`config.mk`:
```
export PLATFORM = sky130hd
export DESIGN_NAME = fetch_pipe
export DESIGN_NICKNAME = d
export VERILOG_FILES = /design/src/rtl/fetch_pipe.sv
export SDC_FILE = /design/constraint.sdc
export NUM_CORES = 1
export LEC_CHECK = 0
export CAP_MARGIN = 10
export CORE_MARGIN = 2
export CORE_UTILIZATION = 37
export CTS_CLUSTER_SIZE = 10
export DETAILED_ROUTE_END_ITERATION = 16
export RECOVER_POWER = 100
export SLEW_MARGIN = 25
export SYNTH_ARGS = -nofsm -noshare
export SYNTH_HDL_FRONTEND = slang
export SYNTH_SLANG_ARGS = --single-unit
```
`constraint.sdc`:
```
create_clock -name clk -period 6.1 [get_ports clk]
set_input_delay 1.83 -clock clk [delete_from_list [all_inputs] [get_ports clk]]
set_output_delay 1.83 -clock clk [all_outputs]
set_load 0.01 [all_outputs]
```
`src/rtl/fetch_pipe.sv`:
```
// Instruction fetch front end: issues sequential PC requests to an in-order cache,
// buffers returned words in a small ring, and discards responses orphaned by a redirect.
module fetch_pipe #(
  parameter int unsigned     XLEN     = 64,
  parameter int unsigned     ILEN     = 32,
  parameter int unsigned     DEPTH    = 4,
  parameter logic [XLEN-1:0] RESET_PC = XLEN'('h8000_0000)
) (
  input  logic            clk,
  input  logic            rstn,
  input  logic            req_ready,
  output logic            req_valid,
  output logic [XLEN-1:0] req_addr,
  input  logic            rsp_valid,
  input  logic [ILEN-1:0] rsp_data,
  output logic            rsp_ready,
  input  logic            redirect_valid,
  input  logic [XLEN-1:0] redirect_pc,
  output logic            out_valid,
  output logic [XLEN-1:0] out_pc,
  output logic [ILEN-1:0] out_instr,
  input  logic            out_ready
);

  localparam int unsigned     PtrW     = $clog2(DEPTH);
  localparam int unsigned     CntW     = $clog2(DEPTH + 1);
  localparam logic [CntW:0]   DepthSum = (CntW + 1)'(DEPTH);
  localparam logic [XLEN-1:0] PcStep   = XLEN'(ILEN / 8);

  logic [XLEN-1:0]  pc_q;
  logic [XLEN-1:0]  ent_pc_q    [DEPTH];
  logic [ILEN-1:0]  ent_instr_q [DEPTH];
  logic [DEPTH-1:0] ent_filled_q;
  logic [PtrW-1:0]  alloc_ptr_q;
  logic [PtrW-1:0]  fill_ptr_q;
  logic [PtrW-1:0]  head_ptr_q;
  logic [CntW-1:0]  alloc_cnt_q;
  logic [CntW-1:0]  stale_cnt_q;

  logic            issue;
  logic            rsp_acc;
  logic            rsp_stale;
  logic            rsp_fill;
  logic            pop;
  logic [CntW-1:0] filled_cnt;
  logic [CntW-1:0] unfilled_cnt;

  // Handshake decode; credits count stale in-flight requests so the ring can never overflow.
  always_comb begin
    req_valid = !redirect_valid &&
                (({1'b0, alloc_cnt_q} + {1'b0, stale_cnt_q}) < DepthSum);
    req_addr  = pc_q;
    rsp_ready = 1'b1;
    out_valid = ent_filled_q[head_ptr_q] && (alloc_cnt_q != '0) && !redirect_valid;
    out_pc    = ent_pc_q[head_ptr_q];
    out_instr = ent_instr_q[head_ptr_q];
    issue     = req_valid && req_ready;
    rsp_acc   = rsp_valid && rsp_ready;
    rsp_stale = rsp_acc && (stale_cnt_q != '0);
    // A response landing in the redirect cycle belongs to the old stream.
    rsp_fill  = rsp_acc && (stale_cnt_q == '0) && !redirect_valid;
    pop       = out_valid && out_ready;
  end

  // Allocated-but-unfilled entries become stale on redirect; their responses are still coming.
  always_comb begin
    filled_cnt = '0;
    for (int unsigned i = 0; i < DEPTH; i++) begin
      filled_cnt = filled_cnt + CntW'(ent_filled_q[i]);
    end
    unfilled_cnt = alloc_cnt_q - filled_cnt;
  end

  // Control state: PC, pointers, counters and per-entry filled flags.
  always_ff @(posedge clk) begin
    if (!rstn) begin
      pc_q         <= RESET_PC;
      alloc_ptr_q  <= '0;
      fill_ptr_q   <= '0;
      head_ptr_q   <= '0;
      alloc_cnt_q  <= '0;
      stale_cnt_q  <= '0;
      ent_filled_q <= '0;
    end else if (redirect_valid) begin
      pc_q         <= redirect_pc;
      alloc_ptr_q  <= '0;
      fill_ptr_q   <= '0;
      head_ptr_q   <= '0;
      alloc_cnt_q  <= '0;
      ent_filled_q <= '0;
      stale_cnt_q  <= stale_cnt_q + unfilled_cnt - CntW'(rsp_acc);
    end else begin
      if (rsp_stale) begin
        stale_cnt_q <= stale_cnt_q - CntW'(1);
      end
      if (pop) begin
        ent_filled_q[head_ptr_q] <= 1'b0;
        head_ptr_q               <= head_ptr_q + PtrW'(1);
      end
      if (rsp_fill) begin
        ent_filled_q[fill_ptr_q] <= 1'b1;
        fill_ptr_q               <= fill_ptr_q + PtrW'(1);
      end
      if (issue) begin
        ent_filled_q[alloc_ptr_q] <= 1'b0;
        alloc_ptr_q               <= alloc_ptr_q + PtrW'(1);
        pc_q                      <= pc_q + PcStep;
      end
      alloc_cnt_q <= alloc_cnt_q + CntW'(issue) - CntW'(pop);
    end
  end

  // Entry payload storage; only meaningful while the matching filled flag says so.
  always_ff @(posedge clk) begin
    if (rstn && issue) begin
      ent_pc_q[alloc_ptr_q] <= pc_q;
    end
    if (rstn && rsp_fill) begin
      ent_instr_q[fill_ptr_q] <= rsp_data;
    end
  end

endmodule

```
# Yosys cells after proc, flatten, opt, wreduce, memory -nomap -nowiden
# Memories as Yosys holds them, arrays and structs flattened. A register that Yosys moved wholly into a read port is not among the register bits.
# Index checks and enable logic that the tools add are counted.
# word_totals
n_memories,2
latchBits,0
ram_bits,384
rom_bits,0
register_bits,80
# classes
n_eq_ne,0
order_cmp,7
reduce_logical,20
addsub,14
n_mul,0
div_mod_pow,0
n_shift,0
bitwise,6
n_mux,27
# memory_table
name,depth,word_bits,read_ports,rd_ports_with_merged_regs,write_ports,line,rtl
ent_pc_q,4,64,1,1,1,31,logic [XLEN-1:0] ent_pc_q [DEPTH];
ent_instr_q,4,32,1,1,1,32,logic [ILEN-1:0] ent_instr_q [DEPTH];
# ops
cell,n
2-to-1 mux 64 bit,2
"adder 64 x 3 -> 64 bit, second input constant",1
2-to-1 mux 4 bit,7
logical AND 1 bit,13
"< comparator 2 x 3 -> 1 bit, second input constant",3
bitwise AND 4 bit,2
2-to-1 mux 1 bit,8
2-to-1 mux 2 bit,4
NOT 4 bit,2
"adder 2 x 1 -> 2 bit, second input constant",3
adder 3 x 1 -> 3 bit,2
demux 1 bit (select 2 bit),3
"greater-or-equal comparator 2 x 1 -> 1 bit, second input constant",3
2-to-1 mux 3 bit,2
nonzero test 3 bit,2
subtractor 3 x 1 -> 3 bit,2
adder 3 x 3 -> 4 bit,1
"< comparator 4 x 3 -> 1 bit, second input constant",1
OR 4 bit,1
nonzero test 2 bit,2
adder 2 x 1 -> 3 bit,1
adder 3 bit,1
zero test 3 bit,1
"subtractor 3 x 1 -> 3 bit, second input constant",1
6 further kinds,6

# Depth between registers and ports, before layout
# depth
depth_word,15
depth_mapped,15

# Least setup slack after synthesis
# Ideal clock, no wire load.
# synth_path
kind,input -> register
from,input redirect_valid
to,memory ent_pc_q[0][0] (enable)
path_stages,7
required_time_ps,5671
path_buffers,4
t_arrival_ps,4742
setup_time_ps,429
path_slack_ps,928
path_cell_list,clkbuf_1 nor4_1 and3_1 buf_2 clkbuf_1 clkbuf_1 and3_1
# synth_between
elab_chain_cells,6
# synth_lines
item,line,rtl
from (decl),17,"input logic redirect_valid,"
zero test 1 bit,50,req_valid = !redirect_valid &&
logical AND 1 bit,50,
logical AND 1 bit,57,issue = req_valid && req_ready;
logical AND 1 bit,115,if (rstn && issue) begin
2-to-1 mux 1 bit,115,
2-to-1 mux 1 bit (not written as such),116,ent_pc_q[alloc_ptr_q] <= pc_q;
to (decl),31,
# Every way passes these cells.

==> impl_metrics.tcl <==
set metrics [dict create \
    syn_avg_cell_area_um2 16.8 \
    dieArea_um2 52600 \
    violations "max-capacitance violations, max-slew violations" \
    rr_worst_depth 5 \
    layout-drive-gt1-share 0.128 \
    tightest_slew_ps 2340 \
    yosysUniqueCellTypes 58 \
    pin_count 265 \
    fp-row-count 82 \
    grt_pass1_wl_um 72300 \
    grt_max_degree 69 \
    end_kind "output pin" \
    grt.busiest_layer "met2" \
    cts_setup_buffers 0 \
    numPortBuffers 263 \
    initialDrtViolationCount 931 \
    cts_resized 0 \
    ys_async_sr_fraction 0 \
    drv_cap 10 \
    gp_congestion 0.787 \
    rsz0062_at_grt "false" \
    core_um2 50200 \
    die_width_um 229 \
    ys_seq_elements 466 \
    dpl.hpwl_um 30800 \
    ys_seq_area_frac 0.702 \
    wire_per_inst_um 22.9 \
    reg2reg_slack_ps 1900 \
    finalSetupViolations 0 \
    worst-path-max-fanout 29 \
    hold_slack_ps 505 \
    clk_pin_slew_ps 60 \
    via_per_inst 5.30 \
    max_freq_mhz 186 \
    num_vias 11200 \
    grt_pass1_vias 11200 \
    r2r_end "ent_pc_q[1][17]" \
    power_leakage_nw 7.76 \
    min_path_type "reg -> reg" \
    synth_edf_count 384 \
    finalCriticalPeriod_ps 5370 \
    post-route-drc-count 0 \
    cts_buffer_depth 3 \
    skew_ps 20.0 \
    crit_path_start_kind "flop" \
    final-max-slew-violation-count 345 \
    cts_buffers 53 \
    cp.required_ps 4270 \
    met2_usage 0.287 \
    area_growth_pct 26.1 \
    layout_common_cells "edfxtp_1 (384), dlygate4sd3_1 (191), mux4_2 (97), dfxtp_1 (80), clkdlybuf4s50_1 (70)" \
    start_util 0.374 \
    cts-root-buf "clkbuf_16" \
    die_y_um 229 \
    holdPathEnd "alloc_ptr_q[1]" \
    ant_nets 0 \
    layout_commonest_cell "edfxtp_1" \
    power_density_nw_per_um2 297 \
    min_from "alloc_ptr_q[1]" \
    worstPathArrival_ps 3540 \
    overflow 0 \
    slew_headroom -0.559 \
    synthCells 1119 \
    synth-main-ff-cell "edfxtp_1" \
    timing.final.crit_share 0.880 \
    synth_nets 1249 \
    max-vdd-ir-drop_mv 0.192 \
    whs_path_depth 2 \
    route.final.wire_length_um 48100 \
    status "finished, violations left" \
    hold_buffers 0 \
    hold_viol_final 0 \
    critPathKind "reg -> out" \
    reg2reg_from "alloc_cnt_q[2]" \
    h-tree-depth 2 \
    antenna_found_initial 3 \
    global_route.usage.met3 0.0354 \
    cts_tree "done" \
    met1_usage 0.259 \
    cts.sinks 466 \
    fin_nets 1521 \
    drtPass1Iterations 6 \
    grt.total_usage 0.182 \
    yosys_warnings 0 \
    finalSetupTns_ps 0 \
    netlist_area_um2 18800 \
    clock_latency_ps 600 \
]
-- logic make-up after synthesis --
| group | synth area share |
|---|---|
| DFF | 0.702 |
| and+or+nand+nor | 0.0667 |
| adders and majority gates | 0.0211 |
| xor gates and xnor gates | 0.0205 |
| other | 0.000200 |
| muxes | 0.121 |
| buffers and inverters | 0.0189 |
| AOI/OAI and AO/OA | 0.0501 |
-- cells in the mapped netlist (3+ instances only) --
cell      number  share of area
a211oi_1      10         0.0040
a21oi_1       52          0.014
a221oi_1       5         0.0023
a22oi_1        3         0.0012
a31oi_1       10         0.0033
a32oi_1        3         0.0014
a41oi_1        8         0.0037
and2_1         9         0.0030
and3_1        35          0.012
and4_1         8         0.0037
buf_1         14         0.0028
buf_2          4         0.0011
clkbuf_1      40         0.0080
dfxtp_1       82          0.087
edfxtp_1     384           0.61
fa_1           6         0.0064
ha_1          22          0.015
inv_1         25         0.0050
mux2_2         4         0.0024
mux2i_1        4         0.0021
mux4_2        97           0.12
nand2_1       55          0.011
nand3_1       25         0.0067
nand4_1       15         0.0050
nor2_1        45         0.0090
nor3_1        17         0.0045
nor4_1         7         0.0023
nor4_4         3         0.0034
o21a_1         5         0.0020
o21ai_0       39          0.010
o21ai_1        6         0.0016
or3_1          3         0.0010
xnor2_1       32          0.015
xor2_1        12         0.0056
-- power breakdown --
part           switching [mW]  total [mW]  internal, mW
clock                    1.25        2.90          1.65
sequential             0.0922        3.63          3.54
combinational           0.261       0.498         0.237
-- critical path: stages (launching register included) --
cell and delay (ps):
dfxtp_4 560, clkbuf_2 1020, mux4_2 690, dlygate4sd3_1 640
-- worst max-delay path by stage --
| stage | startpoint | endpoint |
|---|---|---|
| floorplan | redirect_valid | ent_pc_q[0][0] |
| global placement | rsp_valid | stale_cnt_q[2] |
| detailed placement | rsp_valid | stale_cnt_q[2] |
| CTS | redirect_valid | req_valid |
| global route | flop | out_pc[52] |
| finish | flop | out_pc[50] |
-- flip-flops by register name (all words and copies together), names as in the netlist, named ones only --
| signal | count |
|---|---|
| ent_pc_q | 256 |
| req_addr | 64 |
| ent_instr_q | 128 |
| head_ptr_q | 2 |
| alloc_ptr_q | 2 |
| fill_ptr_q | 2 |
| alloc_cnt_q | 3 |
| stale_cnt_q | 3 |
| ent_filled_q | 4 |
-- final cells by class --
cell class	instances	area (um2)
fill	4281	26500
sequential	466	13200
multi-input combinational	565	5230
timing repair buffer	278	2760
clock buffer	94	1490
tap	672	841
inverter	27	101
clock inverter	4	73.8
antenna	1	2.50
-- stage by stage --
step / setup slack (ps) / std cells / utilization / cell area [um2] / power [mW]
after CTS: 1020 / 2106 / 0.473 / 23700 / 7.13
after floorplan: 928 / 1119 / - / 18800 / 3.91
after global routing: 464 / 2107 / 0.472 / 23700 / 7.28
final: 735 / 2107 / 0.472 / 23700 / 7.02
after global placement: 526 / 2006 / 0.441 / 22100 / 4.22
after detailed placement: 506 / 2008 / 0.442 / 22200 / 4.23
-- per-layer routing --
metal  wire (um)  share of wire
met1       21500           0.45
met2       22700           0.47
met3        2900          0.060
met4         975          0.020
met5           8        0.00017
No activity file was read; power rests on OpenSTA's default activity.
